**src/rtl/lupa_cfg_sequencer.sv**
```systemverilog
// LUPA300 config-port sequencer: 16x12 shadow register file with a round-robin
// dirty scheduler that drives the 3-wire serial port (spi_clk/spi_en/spi_dat).
module lupa_cfg_sequencer #(
  parameter int CLK_DIV    = 1,
  parameter int GAP_CYCLES = 2
) (
  input  logic        clock_20,
  input  logic        reset,
  input  logic        start_init,
  input  logic        wr_valid,
  output logic        wr_ready,
  input  logic [3:0]  wr_addr,
  input  logic [11:0] wr_data,
  input  logic [3:0]  rd_addr,
  output logic [11:0] rd_data,
  output logic        spi_clk,
  output logic        spi_en,
  output logic        spi_dat,
  output logic        busy,
  output logic        cfg_done,
  output logic [7:0]  frames_sent
);

  localparam int TMAX = (CLK_DIV > GAP_CYCLES) ? CLK_DIV : GAP_CYCLES;
  localparam int TW   = (TMAX > 1) ? $clog2(TMAX) : 1;
  localparam logic [TW-1:0] DIV_LOAD = TW'(CLK_DIV - 1);
  localparam logic [TW-1:0] GAP_LOAD = TW'(GAP_CYCLES - 1);

  typedef enum logic [2:0] {S_IDLE, S_LOAD, S_SETUP, S_SHIFT, S_END} state_t;

  state_t        state_q, state_d;
  logic [TW-1:0] cnt_q, cnt_d;
  logic [3:0]    bit_q, bit_d;
  logic          phase_q, phase_d;
  logic [11:0]   shadow_q [16];
  logic [15:0]   dirty_q, dirty_d;
  logic [3:0]    ptr_q, ptr_d;
  logic [3:0]    addr_q;
  logic [15:0]   frame_q;
  logic          spi_clk_q, spi_clk_d;
  logic          spi_en_q, spi_en_d;
  logic          spi_dat_q, spi_dat_d;
  logic          busy_q, busy_d;
  logic          cfg_done_q, cfg_done_d;
  logic          init_pend_q, init_pend_d;
  logic [7:0]    frames_q, frames_d;
  logic          pick_found;
  logic [3:0]    pick_idx;
  logic          load_go;
  logic          wr_en;

  function automatic logic [11:0] shadow_default(input logic [3:0] a);
    case (a)
      4'h0:    return 12'h028;
      4'h3:    return 12'h0A0;
      4'h4:    return 12'h002;
      4'h7:    return 12'h1E1;
      4'h8:    return 12'h04A;
      4'h9:    return 12'h06B;
      4'hA:    return 12'h055;
      4'hB:    return 12'h0F0;
      4'hC:    return 12'hFB0;
      4'hD:    return 12'hADF;
      4'hE:    return 12'h6DB;
      4'hF:    return 12'h0DB;
      default: return 12'h000;
    endcase
  endfunction

  assign wr_ready    = ~reset;
  assign wr_en       = wr_valid & wr_ready;
  assign rd_data     = shadow_q[rd_addr];
  assign spi_clk     = spi_clk_q;
  assign spi_en      = spi_en_q;
  assign spi_dat     = spi_dat_q;
  assign busy        = busy_q;
  assign cfg_done    = cfg_done_q;
  assign frames_sent = frames_q;

  // Round-robin pick: lowest dirty index at or after the pointer, wrapping.
  always_comb begin
    pick_found = 1'b0;
    pick_idx   = '0;
    for (int i = 0; i < 16; i++) begin
      if (!pick_found && dirty_q[ptr_q + 4'(i)]) begin
        pick_found = 1'b1;
        pick_idx   = ptr_q + 4'(i);
      end
    end
  end

  always_comb begin
    state_d = state_q;
    cnt_d   = cnt_q;
    bit_d   = bit_q;
    phase_d = phase_q;
    load_go = 1'b0;
    case (state_q)
      S_IDLE: begin
        if (pick_found) begin
          state_d = S_LOAD;
          load_go = 1'b1;
        end
      end
      S_LOAD:  state_d = S_SETUP;
      S_SETUP: begin
        state_d = S_SHIFT;
        bit_d   = 4'd15;
        phase_d = 1'b0;
        cnt_d   = DIV_LOAD;
      end
      S_SHIFT: begin
        if (cnt_q != '0) begin
          cnt_d = cnt_q - TW'(1);
        end else if (!phase_q) begin
          phase_d = 1'b1;
          cnt_d   = DIV_LOAD;
        end else if (bit_q == 4'd0) begin
          state_d = S_END;
          phase_d = 1'b0;
          cnt_d   = GAP_LOAD;
        end else begin
          bit_d   = bit_q - 4'd1;
          phase_d = 1'b0;
          cnt_d   = DIV_LOAD;
        end
      end
      S_END: begin
        // Pending work skips IDLE so back-to-back frames keep a fixed period.
        if (cnt_q != '0) begin
          cnt_d = cnt_q - TW'(1);
        end else if (pick_found) begin
          state_d = S_LOAD;
          load_go = 1'b1;
        end else begin
          state_d = S_IDLE;
        end
      end
      default: state_d = S_IDLE;
    endcase
  end

  always_comb begin
    dirty_d = dirty_q;
    if (load_go)    dirty_d[pick_idx] = 1'b0;
    if (start_init) dirty_d = '1;
    if (wr_en)      dirty_d[wr_addr] = 1'b1;

    ptr_d    = ptr_q;
    frames_d = frames_q;
    if (state_q == S_SHIFT && state_d == S_END) begin
      ptr_d    = addr_q + 4'd1;
      frames_d = frames_q + 8'd1;
    end

    cfg_done_d  = cfg_done_q;
    init_pend_d = init_pend_q;
    if (init_pend_q && state_q == S_IDLE && dirty_q == '0) begin
      cfg_done_d  = 1'b1;
      init_pend_d = 1'b0;
    end
    if (wr_en) cfg_done_d = 1'b0;
    if (start_init) begin
      cfg_done_d  = 1'b0;
      init_pend_d = 1'b1;
    end

    spi_clk_d = (state_d == S_SHIFT) && phase_d;
    spi_en_d  = !(state_d == S_SETUP || state_d == S_SHIFT);
    spi_dat_d = spi_dat_q;
    if (state_d == S_SETUP)                  spi_dat_d = frame_q[15];
    else if (state_d == S_SHIFT && !phase_d) spi_dat_d = frame_q[bit_d];

    busy_d = (state_d != S_IDLE) || (dirty_d != '0);
  end

  always_ff @(posedge clock_20) begin
    if (reset) begin
      state_q     <= S_IDLE;
      cnt_q       <= '0;
      bit_q       <= '0;
      phase_q     <= 1'b0;
      dirty_q     <= '0;
      ptr_q       <= '0;
      addr_q      <= '0;
      frame_q     <= '0;
      spi_clk_q   <= 1'b0;
      spi_en_q    <= 1'b1;
      spi_dat_q   <= 1'b0;
      busy_q      <= 1'b0;
      cfg_done_q  <= 1'b0;
      init_pend_q <= 1'b0;
      frames_q    <= '0;
      for (int i = 0; i < 16; i++) shadow_q[i] <= shadow_default(4'(i));
    end else begin
      state_q     <= state_d;
      cnt_q       <= cnt_d;
      bit_q       <= bit_d;
      phase_q     <= phase_d;
      dirty_q     <= dirty_d;
      ptr_q       <= ptr_d;
      spi_clk_q   <= spi_clk_d;
      spi_en_q    <= spi_en_d;
      spi_dat_q   <= spi_dat_d;
      busy_q      <= busy_d;
      cfg_done_q  <= cfg_done_d;
      init_pend_q <= init_pend_d;
      frames_q    <= frames_d;
      if (wr_en) shadow_q[wr_addr] <= wr_data;
      if (load_go) begin
        frame_q <= {pick_idx, shadow_q[pick_idx]};
        addr_q  <= pick_idx;
      end
    end
  end

endmodule

```
**config.mk**
```make
export PLATFORM = sky130hd
export DESIGN_NAME = lupa_cfg_sequencer
export DESIGN_NICKNAME = d
export VERILOG_FILES = /design/src/rtl/lupa_cfg_sequencer.sv
export SDC_FILE = /design/constraint.sdc
export NUM_CORES = 1
export LEC_CHECK = 0
export ABC_AREA = 1
export CORE_ASPECT_RATIO = 1.4
export CORE_MARGIN = 2
export CORE_UTILIZATION = 50
export DETAILED_ROUTE_END_ITERATION = 8
export GPL_TIMING_DRIVEN = 0
export PLACE_DENSITY = 0.73
export SYNTH_ARGS = -nofsm -noshare
export SYNTH_HDL_FRONTEND = slang
export SYNTH_SLANG_ARGS = --single-unit
```
**constraint.sdc**
```tcl
create_clock -name clock_20 -period 5 [get_ports clock_20]
set_input_delay 0.5 -clock clock_20 [delete_from_list [all_inputs] [get_ports clock_20]]
set_output_delay 0.5 -clock clock_20 [all_outputs]
set_load 0.02 [all_outputs]
```
-- Word-level counts from Yosys, hierarchy flattened
Memory sizes are Yosys's and may differ from the RTL's. A register that Yosys moved wholly into a read port is not among the register bits.
Index checks and enable logic that the tools add are counted.
Widths: inputs -> output; s select.
- flip-flop bits (word level): 63
- bits in writable memories: 192
- input port bits: 24
- output and inout bits: 26
- memories kept: 1
- memories (name ; depth ; bits a word ; read ports ; clocked after Yosys merged registers in ; wr ports ; line ; text):
    shadow_q ; 16 ; 12 ; 2 ; 1 ; 16 ; 35 ; logic [11:0] shadow_q [16];
- add/sub/neg operators: 19
- magnitude comparators: 21
- equality and inequality tests: 7
- muxes and demuxes: 120
- bitwise logic cells: 5
- reduce and logical (&&, ||, !) cells: 51
- operators with widths (kind ; count):
    $mux 12 ; 14
    $lt 4x5->1 const B ; 19
    $mux 4 ; 20
    $bmux 1 s4 ; 17
    $mux 1 ; 54
    $mux 16 ; 3
    $add 4x4->4 const B ; 8
    $logic_and 1x1->1 ; 22
    $logic_not 1->1 ; 17
    $add 4x3->4 const B ; 4
    $and 16x16->16 ; 1
    $logic_not 16->1 ; 1
    $not 16->16 ; 1
    $or 16x16->16 ; 1
    $reduce_bool 16->1 ; 1
    $mux 3 ; 5
    $pmux 3 s5 ; 1
    $eq 3x2->1 const B ; 4
    $reduce_or 12->1 ; 1
    $add 4x1->4 const B ; 2
    $add 4x2->4 const B ; 2
    $add 8x1->8 const B ; 1
    $demux 1 s4 ; 2
    $ge 4x1->1 const B ; 2
    other kinds (15) ; 20

-- Depth between registers and ports, before layout
- depth in word-level cells: 60
- gate-level depth with buffers: 30
- mapped depth without buffers: 29

-- Worst setup path before layout
Ideal clock, no wire load.
- path kind: reg2reg
- start point: register ptr_q[1]
- end point: register busy_q, in the netlist busy
- setup time: 128 ps
- data arrival time: 3709 ps
- data required time: 4872 ps
- slack: 1163 ps
- cell stages (with the launch flop): 31
- path buffers: 3
- clock period less this slack: 3837 ps
- cell sequence: dfxtp_1 inv_1 buf_2 ha_1 clkbuf_1 nand3_1 nand3_1 nand2_1 nand2_1 nand2_2 nor2_4 nand4_4 nor2_4 nand4_2 nor3_2 nand2_1 nand2_1 nor2_1 nand2_1 nand2_1 nand2_1 buf_6 nand2_4 nor2_4 nand2_1 a21oi_1 nand2_1 nor2_1 nand2_1 nor2_1 nor2_1
- longest elaborated chain between the ends: 60
- elaborated cells on any way between the ends: 130
- those cells by class: 15 x add/sub; 2 x order compare; 76 x mux; 3 x bitwise; 34 x reduce/logical
- RTL lines (element ; line ; text):
    start: declaration ; 37 ; logic [3:0] ptr_q, ptr_d;
    start signal: assignment ; 201 ; ptr_q <= ptr_d;
    parallel branches: the longest is 59 deep, another holds $add 4x1->4 ; - ;
    $logic_or 1x1->1 (*) ; 174 ; busy_d = (state_d != S_IDLE) || (dirty_d != '0);
    end signal: assignment ; 205 ; busy_q <= busy_d;
    end: declaration ; 43 ; logic busy_q, busy_d;
Mark *: on every way between the ends. The select of a mux whose other input is x is not followed.
A chain may end at the register's enable or synchronous reset.

-- Final worst setup path
- start point: register ptr_q[1]
- end point: register frame_q[11], read port of shadow_q
- longest elaborated chain between the ends: 51
- elaborated cells on any way between the ends: 112
- those cells by class: 15 x add/sub; 67 x mux; 30 x reduce/logical
- RTL lines (element ; line ; text):
    parallel branches: the longest is 51 deep, another holds $add 4x1->4 ; - ;
    end: declaration ; 39 ; logic [15:0] frame_q;
Parallel ways; which one is timed is not known. The select of a mux whose other input is x is not followed.

==> out/summary.txt <==
Global Route Usage Sum - 0.3941
Syn Area/Cell - 7.360 µm²
ANT cells - 0
Setup Viol. Count Final - 0
Final TNS setup - 0 ns
Multi-input combinational cell area - 6769 µm²
RR Endpoint - frame_q[11]
Final wirelength - 62140 µm
Critical Path RT - 5.46 ns
Drt pass-1 iters - 5
Worst Tran Pin Value - 1.372 ns
Max Freq - 206.0 MHz
Yosys reg bits - 251
Worst Reg-to-Reg Cells - 27
Largest area contributor in the netlist - edfxtp_1
Syn Inst Count - 2055
Final Hold Fails - 0
GRT Residual Overflow - 0
H-tree depth - 1
Yosys cell types - 44
Max_slew headroom - 0.07395
Share of the synthesized area in the top cell type - 0.3812
Crit path time final - 4.855 ns
Register area share after synthesis - 0.4593
Final Non-Filler Cells - 2535
Crit Path Class - reg2reg
Vias in the first global route - 14177
Crit path DAT - 5.32 ns
Synth-to-Final Area Change - 13.05%
Chip width - 151.0 µm
Initial antenna violation count - 2
Drc violations - 0
# rows - 75
CP max stage cell - dfxtp_4
HP Class - in2reg
Fin. max-slew vios - 0
Worst VDD drop - 0.3645 mV
Final worst-path cycle share - 0.9710
Routability Congestion - 1.010
Root buffer cell - clkbuf_16
Global-route wire length before repair - 89490 µm
Ys async rst share - 0
Unrepaired setup endpoints after global routing - true
Synth area leaders - edfxtp_1 38%, nand2_1 12%, dfxtp_1 7.8%
Reg-to-Reg Start - ptr_q[1]
Most common cell after layout, fill and taps aside - nand2_1
Iter 0 DRT Violations - 1574
Sequential cell area - 6952 µm²
Most frequent cells in the layout - 483 x nand2_1, 305 x nor2_1, 252 x inv_1
Synthesized cell area - 15120 µm²
Clock sink count - 251
DP Worst Slack - -0.3404 ns
Die Y - 209.8 µm
Placed cells - 2486
Post-DP HPWL - 48410 µm
Vias - 14931
Ys Warns - 0
Largest net degree at the start of global routing - 16
Core area - 29840 µm²
Final Worst Setup Slack - 0.1449 ns
Clock Path Buffers - 3
Top_reg_cell synth - edfxtp_1
Post-Syn Nets - 2089
# fillers - 2860
Starting Density - 0.5068
Crit-path most repeated cell - nand2_1
Antenna viol nets, final - 0
CP Launch Type - register
Post-synth EDFFs - 192
CTS tree - done
Reg-to-reg setup timing slack - 0.14 ns
Max-cap violations - 0
Status - complete, no violations
WL per Instance - 24.51 µm
CTS buffer count - 26
Clk_skew - 0.02435 ns
Die ar. - 31680 µm²
Critical Path Start - ptr_q[1]
NumNets Final - 2165
P_leak - 0.007194 µW
Layout cells sized above 1 - 0.06186
Setup crit end kind - register
Power per cell area - 353.6 nW/µm²
Crit-path max FO - 13
Clk_lat worst skew - 0.57 ns
Vias/cell - 5.890
CP peak stage delay - 0.38 ns
Hold_buf cts - 0
Worst-path clk slew - 0.06 ns
# IOs - 50
I/O Buffers - 46
Worst setup path end - frame_q[11]
-- what timing repair did --
action                                  in CTS  in global routing
pin swaps                                    0                  3
gates cloned                                 0                  0
resized for setup                            6                 57
buffers inserted                             0                  1
endpoints found under the setup margin      13                 13
-- synthesized netlist by cell type (all sizes together), types with 2 or more instances --
| master | n |
|---|---|
| a21oi | 114 |
| clkinv | 5 |
| edfxtp | 192 |
| o311ai | 4 |
| xor2 | 9 |
| nor4 | 5 |
| xnor2 | 3 |
| nor3 | 14 |
| o21ai | 175 |
| nand2 | 496 |
| o21a | 4 |
| nor2 | 323 |
| a31oi | 3 |
| nand3 | 165 |
| buf | 33 |
| nand4 | 15 |
| dfxtp | 59 |
| clkbuf | 79 |
| o211ai | 38 |
| ha | 10 |
| and3 | 2 |
| mux2i | 2 |
| o221ai | 39 |
| inv | 259 |
| o22ai | 3 |
-- worst max-delay path, delay by kind of cell, from the launching register on --
kind | cells | cell delay (ns)
fa+ha+maj | 1 | 0.35
simple gates | 15 | 2.02
compound gates | 3 | 0.62
buf+inv | 8 | 1.35
flops | 1 | 0.38
-- state kept, by name, summed over array words and instances (netlist names) --
| name | cells |
|---|---|
| bit_q | 4 |
| busy | 1 |
| cfg_done | 1 |
| cnt_q | 1 |
| dirty_q | 16 |
| frame_q | 16 |
| frames_sent | 8 |
| init_pend_q | 1 |
| phase_q | 1 |
| ptr_q | 4 |
| shadow_q | 192 |
| spi_clk | 1 |
| spi_dat | 1 |
| spi_en | 1 |
| state_q | 3 |
-- cells by family after synthesis --
group                    after synthesis  share of synthesized area
AND/OR/NAND/NOR                     1022                     0.2799
AO/OA/AOI/OAI                        382                     0.1456
buffers and inverters                376                    0.09820
flip-flops                           251                     0.4593
XOR/XNOR                              12                   0.007446
adder cells (fa/ha/maj)               10                   0.008273
multiplexers                           2                   0.001324
-- how the worst min path moves through the flow --
stage                   startpoint             end  cells past startpoint
finish                       reset      state_q[1]                      2
global route                 reset      state_q[1]                      2
CTS                          reset      state_q[1]                      2
detailed placement  frames_sent[7]  frames_sent[7]                      1
global placement    frames_sent[7]  frames_sent[7]                      1
floorplan              init_pend_q     init_pend_q                      2
-- through the flow --
| stage | util | hold WS [ns] | cell area, µm² | total power [µW] |
|---|---|---|---|---|
| final | 0.5730 | 0.4024 | 17100 | 6046 |
| after global routing | 0.5730 | 0.4102 | 17100 | 6229 |
| after CTS | 0.5684 | 0.4007 | 16960 | 5950 |
| after detailed placement | 0.5384 | 0.4547 | 16070 | 3932 |
| after global placement | 0.5384 | 0.4556 | 16070 | 3926 |
| after floorplan | - | 0.4559 | 15120 | 3337 |
-- layer usage --
layer	wire length, µm	vias to the layer above	GRT usage
met3	5031	211	0.06261
met2	29650	819	0.6483
met1	22110	6952	0.4631
li1	-	6945	-
met5	31	-	0
met4	5325	4	0.2846
-- power by group --
group,switching (µW),total [µW],internal [µW]
logic,1110,1530,418
registers,74.2,2460,2380
clock network,893,2060,1170
total,2080,6050,3970
-- layout make-up --
| class | instances | share of cell area |
|---|---|---|
| sequential | 251 | 0.4066 |
| multi-input combinational | 1428 | 0.3959 |
| inverter | 264 | 0.05795 |
| clock buffer | 27 | 0.03827 |
| buffer | 112 | 0.03198 |
| tap | 385 | 0.02817 |
| timing repair buffer | 48 | 0.02781 |
| clock inverter | 20 | 0.01339 |
Note: power is estimated with default switching activity, not from simulation.
